**src/rtl/core_mem_pkg.sv**
```systemverilog
// Shared definitions for the unified memory port.
// Owner encoding, width defaults and latency bounds.
package core_mem_pkg;

  localparam logic OWN_IF  = 1'b0;
  localparam logic OWN_MEM = 1'b1;

  localparam int ADDR_W_DEF = 8;
  localparam int DATA_W_DEF = 8;

  localparam int MEM_LAT_MIN = 1;
  localparam int MEM_LAT_MAX = 4;

  function automatic bit mem_lat_ok(input int lat);
    return (lat >= MEM_LAT_MIN) && (lat <= MEM_LAT_MAX);
  endfunction

endpackage

```
**src/rtl/arb_tag_pipe.sv**
```systemverilog
// Latency-matched {live, owner} tag shift register.
// Flush kills every fetch-owned entry, incoming one included.
module arb_tag_pipe
  import core_mem_pkg::*;
#(
  parameter int DEPTH = 1
) (
  input  logic clk,
  input  logic rst,
  input  logic push_live,
  input  logic push_owner,
  input  logic flush,
  output logic tail_live,
  output logic tail_owner
);

  logic [DEPTH-1:0] live_q;
  logic [DEPTH-1:0] own_q;
  logic [DEPTH-1:0] live_d;
  logic [DEPTH-1:0] own_d;

  // Next state: shift by one, dropping fetch entries on flush
  always_comb begin
    live_d = live_q;
    own_d  = own_q;
    live_d[0] = push_live & ~(flush & (push_owner == OWN_IF));
    own_d[0]  = push_owner;
    for (int i = 1; i < DEPTH; i++) begin
      live_d[i] = live_q[i-1] & ~(flush & (own_q[i-1] == OWN_IF));
      own_d[i]  = own_q[i-1];
    end
  end

  // Tag storage; reset drops everything in flight
  always_ff @(posedge clk or posedge rst) begin
    if (rst) begin
      live_q <= '0;
      own_q  <= '0;
    end else begin
      live_q <= live_d;
      own_q  <= own_d;
    end
  end

  assign tail_live  = live_q[DEPTH-1];
  assign tail_owner = own_q[DEPTH-1];

endmodule

```
**src/rtl/mem_port_arbiter.sv**
```systemverilog
// Fetch / memory-stage arbiter for the single RAM port.
// Grants, burst limiting, port mux and read return routing.
module mem_port_arbiter
  import core_mem_pkg::*;
#(
  parameter int ADDR_W        = ADDR_W_DEF,
  parameter int DATA_W        = DATA_W_DEF,
  parameter int MEM_LAT       = 1,
  parameter int MAX_MEM_BURST = 3
) (
  input  logic              clk,
  input  logic              rst,
  input  logic              if_req,
  input  logic [ADDR_W-1:0] if_addr,
  input  logic              if_flush,
  output logic              if_gnt,
  output logic              if_valid,
  output logic [DATA_W-1:0] if_rdata,
  input  logic              mem_req,
  input  logic              mem_we,
  input  logic              mem_lock,
  input  logic [ADDR_W-1:0] mem_addr,
  input  logic [DATA_W-1:0] mem_wdata,
  output logic              mem_gnt,
  output logic              mem_valid,
  output logic [DATA_W-1:0] mem_rdata,
  output logic              ram_en,
  output logic              ram_we,
  output logic [ADDR_W-1:0] ram_addr,
  output logic [DATA_W-1:0] ram_wdata,
  input  logic [DATA_W-1:0] ram_rdata
);

  if (!mem_lat_ok(MEM_LAT)) begin : g_bad_lat
    $error("mem_port_arbiter: MEM_LAT must be 1..4");
  end

  localparam int CNT_W = $clog2(MAX_MEM_BURST + 1);

  logic [CNT_W-1:0] burst_cnt;
  logic             burst_full;
  logic             if_win;
  logic             mem_win;
  logic             push_live;
  logic             push_owner;
  logic             tail_live;
  logic             tail_owner;

  assign burst_full = (burst_cnt == CNT_W'(MAX_MEM_BURST));

  // Winner select: MEM first, fetch forced in after a full burst
  always_comb begin
    if_win  = 1'b0;
    mem_win = 1'b0;
    if (!rst) begin
      if (mem_req && if_req) begin
        if (burst_full && !mem_lock) if_win = 1'b1;
        else mem_win = 1'b1;
      end else if (mem_req) begin
        mem_win = 1'b1;
      end else if (if_req && !mem_lock) begin
        if_win = 1'b1;
      end
    end
  end

  assign if_gnt  = if_win;
  assign mem_gnt = mem_win;

  // Count MEM grants that starve a waiting fetch
  always_ff @(posedge clk or posedge rst) begin
    if (rst) begin
      burst_cnt <= '0;
    end else if (mem_win && if_req) begin
      if (!burst_full) burst_cnt <= burst_cnt + 1'b1;
    end else if (if_win || !mem_win) begin
      burst_cnt <= '0;
    end
  end

  // RAM port follows the winner; idle port is driven to 0
  always_comb begin
    ram_en    = if_win | mem_win;
    ram_we    = mem_win & mem_we;
    ram_addr  = '0;
    ram_wdata = '0;
    if (mem_win) begin
      ram_addr  = mem_addr;
      ram_wdata = mem_wdata;
    end else if (if_win) begin
      ram_addr  = if_addr;
    end
  end

  assign push_live  = if_win | (mem_win & ~mem_we);
  assign push_owner = mem_win ? OWN_MEM : OWN_IF;

  arb_tag_pipe #(
    .DEPTH (MEM_LAT)
  ) u_tags (
    .clk        (clk),
    .rst        (rst),
    .push_live  (push_live),
    .push_owner (push_owner),
    .flush      (if_flush),
    .tail_live  (tail_live),
    .tail_owner (tail_owner)
  );

  // Route returning read data to the owner of the tail tag
  always_comb begin
    if_valid  = tail_live & (tail_owner == OWN_IF);
    mem_valid = tail_live & (tail_owner == OWN_MEM);
    if_rdata  = if_valid  ? ram_rdata : '0;
    mem_rdata = mem_valid ? ram_rdata : '0;
  end

endmodule

```
**config.mk**
```make
export PLATFORM = sky130hd
export DESIGN_NAME = mem_port_arbiter
export DESIGN_NICKNAME = d
export VERILOG_FILES = /design/src/rtl/core_mem_pkg.sv /design/src/rtl/arb_tag_pipe.sv /design/src/rtl/mem_port_arbiter.sv
export SDC_FILE = /design/constraint.sdc
export NUM_CORES = 1
export LEC_CHECK = 0
export CORE_MARGIN = 2
export CORE_UTILIZATION = 20
export CTS_CLUSTER_SIZE = 16
export DETAILED_ROUTE_END_ITERATION = 8
export GPL_TIMING_DRIVEN = 0
export PLACE_DENSITY = 0.82
export SKIP_LAST_GASP = 1
export SLEW_MARGIN = 10
export SYNTH_ARGS = -nofsm -noshare
export SYNTH_HDL_FRONTEND = slang
export SYNTH_SLANG_ARGS = --single-unit
```
**constraint.sdc**
```tcl
create_clock -name clk -period 1.2 [get_ports clk]
set_input_delay 0.12 -clock clk [delete_from_list [all_inputs] [get_ports clk]]
set_output_delay 0.12 -clock clk [all_outputs]
set_load 0.05 [all_outputs]
```
; ---- After elaboration in Yosys (flattened, before gate mapping)
; Cells that the tools add are included.
; Widths: inputs -> output; s select.
[op_classes]
n_addsub = 1
eq_ne = 2
n_mux = 18
bitwise = 12
n_reduce_logical = 9
[ops]
columns = op, count
row1 = $mux 8, 5
row2 = $mux 1, 10
row3 = $and 1x1->1, 6
row4 = $mux 2, 3
row5 = $logic_and 1x1->1, 4
row6 = $not 1->1, 4
row7 = $add 2x1->2 const B, 1
row8 = $eq 2x2->1 const B, 1
row9 = $logic_not 1->1, 2
row10 = $ne 2x2->1 const B, 1
row11 = $or 1x1->1, 2
row12 = $reduce_and 2->1, 1
row13 = $reduce_bool 2->1, 1
row14 = $logic_or 1x1->1, 1
[word_totals]
reg_bits = 4
output_inout_bits = 38
elab_cells = 45

; ---- Depth between registers and ports, before layout
[logic_depth]
depth_word = 10
mapped_depth = 6
ltp_nobuf = 5

; ---- By module
; From an unflattened synthesis, not the netlist that was laid out.
[unflattened]
hier_cells = 60
hier_area_um2 = 501.7
[modules_own_cells]
columns = module, n_inst, cells_each, area_each_um2, seq_area_each_um2
row1 = mem_port_arbiter, 1, 55, 436.7, 50.0
row2 = arb_tag_pipe, 1, 5, 65.1, 50.0

; ---- Worst setup path before layout
; OpenSTA, ideal clock, no wires.
[synth_path]
path_type = reg-to-output
from = register burst_cnt[0]
to = output port ram_wdata[0]
arrival_ns = 1.550
t_required_ns = 1.080
path_slack_ns = -0.470
stages_incl_launch_ff = 7
n_path_buf = 1
cell_sequence = dfrtp_1 ha_1 nand3b_1 nand3_2 inv_4 buf_6 and2_1
[synth_between]
elab_chain_cells = 6
[synth_lines]
columns = element, line_no
row1 = "start, declared", mem_port_arbiter.sv:40  ; logic [CNT_W-1:0] burst_cnt;
row2 = "start signal, assigned", mem_port_arbiter.sv:75  ; if (!burst_full) burst_cnt <= burst_cnt + 1'b1;
row3 = $eq 2x2->1, mem_port_arbiter.sv:49  ; assign burst_full = (burst_cnt == CNT_W'(MAX_MEM_BURST));
row4 = $logic_and 1x1->1, mem_port_arbiter.sv:57  ; if (burst_full && !mem_lock) if_win = 1'b1;
row5 = $mux 1, mem_port_arbiter.sv:57
row6 = $mux 1, mem_port_arbiter.sv:56  ; if (mem_req && if_req) begin
row7 = $mux 1, mem_port_arbiter.sv:55  ; if (!rst) begin
row8 = named net mem_gnt, mem_port_arbiter.sv:24  ; output logic mem_gnt,
row9 = $mux 8, mem_port_arbiter.sv:87  ; if (mem_win) begin
row10 = "end, declared", mem_port_arbiter.sv:30  ; output logic [DATA_W-1:0] ram_wdata,
; The timed path passes the listed nets, and every way through them passes these cells.

; ---- Worst setup path in the final report
[layout_path]
from = register burst_cnt[0]
to = output port ram_wdata[6]
[layout_between]
elab_chain_cells = 6
[layout_lines]
columns = element, line_no
row1 = $eq 2x2->1, mem_port_arbiter.sv:49
row2 = $logic_and 1x1->1, mem_port_arbiter.sv:57
row3 = $mux 1, mem_port_arbiter.sv:57
row4 = $mux 1, mem_port_arbiter.sv:56
row5 = $mux 1, mem_port_arbiter.sv:55
row6 = $mux 8, mem_port_arbiter.sv:87
; No other way between the ends.

==> results.md <==
- Pins Over Slew Limit: 0
- Hold violation count in the final report: 0
- Drt first pass iters: 4
- Max FO, Critical Path: 6
- Sequential area share after synthesis: 20.51%
- Critical Path End Type: output pin
- Longest Clk Path Bufs: 2
- # nets final: 192
- All-Layer GR Usage: around a fifth
- Most common cell after layout, fill and taps aside: clkdlybuf4s50_1
- Cell count after synthesis: 57
- Die Height: 53.40 µm
- Slowest-stage cell, CP: dfrtp_1
- Placed cell areas: 1415 µm²
- Slew headroom: 80.05%
- Share of layout cells above drive strength 1: approximately 66%
- TritonCTS Buffers: 3
- Initial core utilization: 21.64%
- CP startpoint kind: flop
- Clk sinks: 4
- Cell taking the most area after synthesis: and2_1
- Initial DRC count: 2
- P_leak: 0.8371 nW
- Worst min path class: input pin to asynchronous set/reset pin
- Final period util: 152.6%
- Failing checks: negative setup slack
- ANT cells: 0
- Final core occ: 80.36%
- Pin count of the biggest net entering global routing: 12
- Tot Pwr: 970.5 µW
- Dpl ws: -1.148 ns
- Max-Cap Viols: 0
- Via Count: 851
- Synth warn: 0
- Placement Rows: 17
- RSZ-0062 raised after global routing: yes
- Die area: 2851 µm²
- Final worst slack: -0.6315 ns
- Slowest stage delay, CP: 0.44 ns
- Crit path from: burst_cnt[0]$_DFFE_PP0P_
- Clk root buf: clkbuf_4
- Reg2Reg Launch Point: burst_cnt[0]$_DFFE_PP0P_
- Gr ovfl total: 0
- WS Path Type: flop to output pin
- Synth top area cells: and2_1 (23%), dfrtp_1 (21%), a22o_1 (14%)
- Most frequent cells in the layout: clkdlybuf4s50_1 (38), buf_8 (31), and2_4 (18)
- Clock latency on the worst-skew pair: ~0.25 ns
- Initial antenna violation count: 0
- First-pass GRT wire length: around 3900 µm
- DR vias/cell: 4.781
- Post-Syn Nets: 97
- Synthesis-to-layout area growth: 271.3%
- Post-route ant nets: 0
- Post-DP HPWL: 1834 µm
- VDD IR-drop max: about 440 µV
- Clock Skew: 0.002224 ns
- Outcome: finished with violations
- Power Density: approximately 540 nW/µm²
- Syn Std Cell Area: 488.0 µm²
- DRC viols: 0
- Routed Wire Length: between 3000 and 4000 µm
- Vias in the first global route: 846
- Min Clock Period, post-route: between 1.5 and 2 ns
- Post-synthesis cell type count: 18
- CP Cell Sequence: ha_4 > nand3b_1 > nand3_4 > inv_8 > clkbuf_16 > and2_4 > buf_8
- GPL Wtd Cong: 0.6396
- Ports: 77
- Post-synthesis register bit count: 4
- CTS H-tree lvls: 1
- Routed len/inst: 18.06 µm
- R2r setup slk: -0.33 ns
- Slew @ Worst Pin: 0.2980 ns
- Worst EP arrival: approximately 1.7 ns
- PortBufs: 76
- Core Region: 2255 µm²
- Synth top area share: 23.08%
- Max Clk Rate: 546.0 MHz
- Endpoints failing setup: approximately 40
- Chip width: 53.40 µm
- Worst Path Required: 1.08 ns
- Clock transition at the registers of the reported paths: about 0.040 ns
- CTS tree: done
- Average size of a mapped cell: ~8.6 µm²
- CTS Hold Buffers Added: 0
- Hold WS: between 0.15 and 0.2 ns
- Final Cell Area: 1812 µm²
power breakdown:
part	internal (mW)	total [mW]	leakage [nW]	switching, mW
Clock	0.113	0.183	0.0138	0.0697
Sequential	0.142	0.149	0.0508	0.00732
Combinational	0.341	0.639	0.773	0.298
sequential cells by signal, summed over array words and instances (netlist names):
signal             count
u_tags.tail_live       1
u_tags.tail_owner      1
burst_cnt              2
critical path, delay by kind of cell (launching register included):
kind | cells | cell delay, ns
buffers and inverters | 3 | 0.40
flip-flops | 1 | 0.44
AND/OR/NAND/NOR | 3 | 0.41
adder cells (fa/ha/maj) | 1 | 0.21
path summary, 6_finish.rpt:
check	depth (start not counted)	endpoint
setup / recovery	7	ram_wdata[6]
hold / removal	2	burst_cnt[0]$_DFFE_PP0P_
setup reg to reg	7	u_tags.tail_live$_DFF_PP0_
hold reg to reg	2	burst_cnt[1]$_DFFE_PP0P_
max in group asynchronous	2	u_tags.tail_live$_DFF_PP0_
min in group clk	3	u_tags.tail_live$_DFF_PP0_
repair_timing:
item / in CTS / in global routing
gates resized for setup: 290 / 26
pin swaps: 3 / 3
setup buffers: 5 / 5
gates cloned: 3 / 1
setup endpoints to repair: 40 / 42
hold endpoints to repair: 0 / 0
area by class of cell:
class,count,area [µm²]
Fill cell,148,442.9
Clock buffer,3,22.52
Buffer,3,38.79
Tap cell,28,35.03
Inverter,3,18.77
Sequential cell,4,102.6
Multi-Input combinational cell,47,521.8
Timing Repair inverter,1,3.754
Timing Repair Buffer,89,1069
kinds of logic (layout without fill, tap and decap cells):
group / count (synthesis) / in the layout / synth area share (%)
xor+xnor: 1 / 1 / 1.795
fa+ha+maj: 1 / 1 / 2.564
mux: 1 / 1 / 2.051
flops: 4 / 4 / 20.51
compound gates: 9 / 9 / 16.15
simple gates: 35 / 35 / 48.46
buf+inv: 6 / 99 / 8.462
layer usage:
metal  part of all wire [%]  GRT usage (%)  up-vias
met5                      0              0        -
met4                    4.3          7.692        0
met3                     11          7.062       12
met2                     54          39.51       65
met1                     31          17.43      384
li1                       -              -      390
synthesized netlist by cell type, drive strengths merged:
cell     instances
or2              1
nand3            1
o2bb2ai          1
buf              3
nand3b           1
and3             8
mux2i            1
nor2b            3
dfrtp            4
ha               1
and2            18
nor2             2
a22o             8
nor4b            1
xnor2            1
inv              3
per-stage QoR:
stage	std cells	TNS (ns)
after floorplan	57	-3.932
after global placement	161	-30.16
after detailed placement	161	-31.13
after CTS	172	-12.98
after global routing	178	-18.02
final	178	-15.73
(Power assumes the default switching activity.)
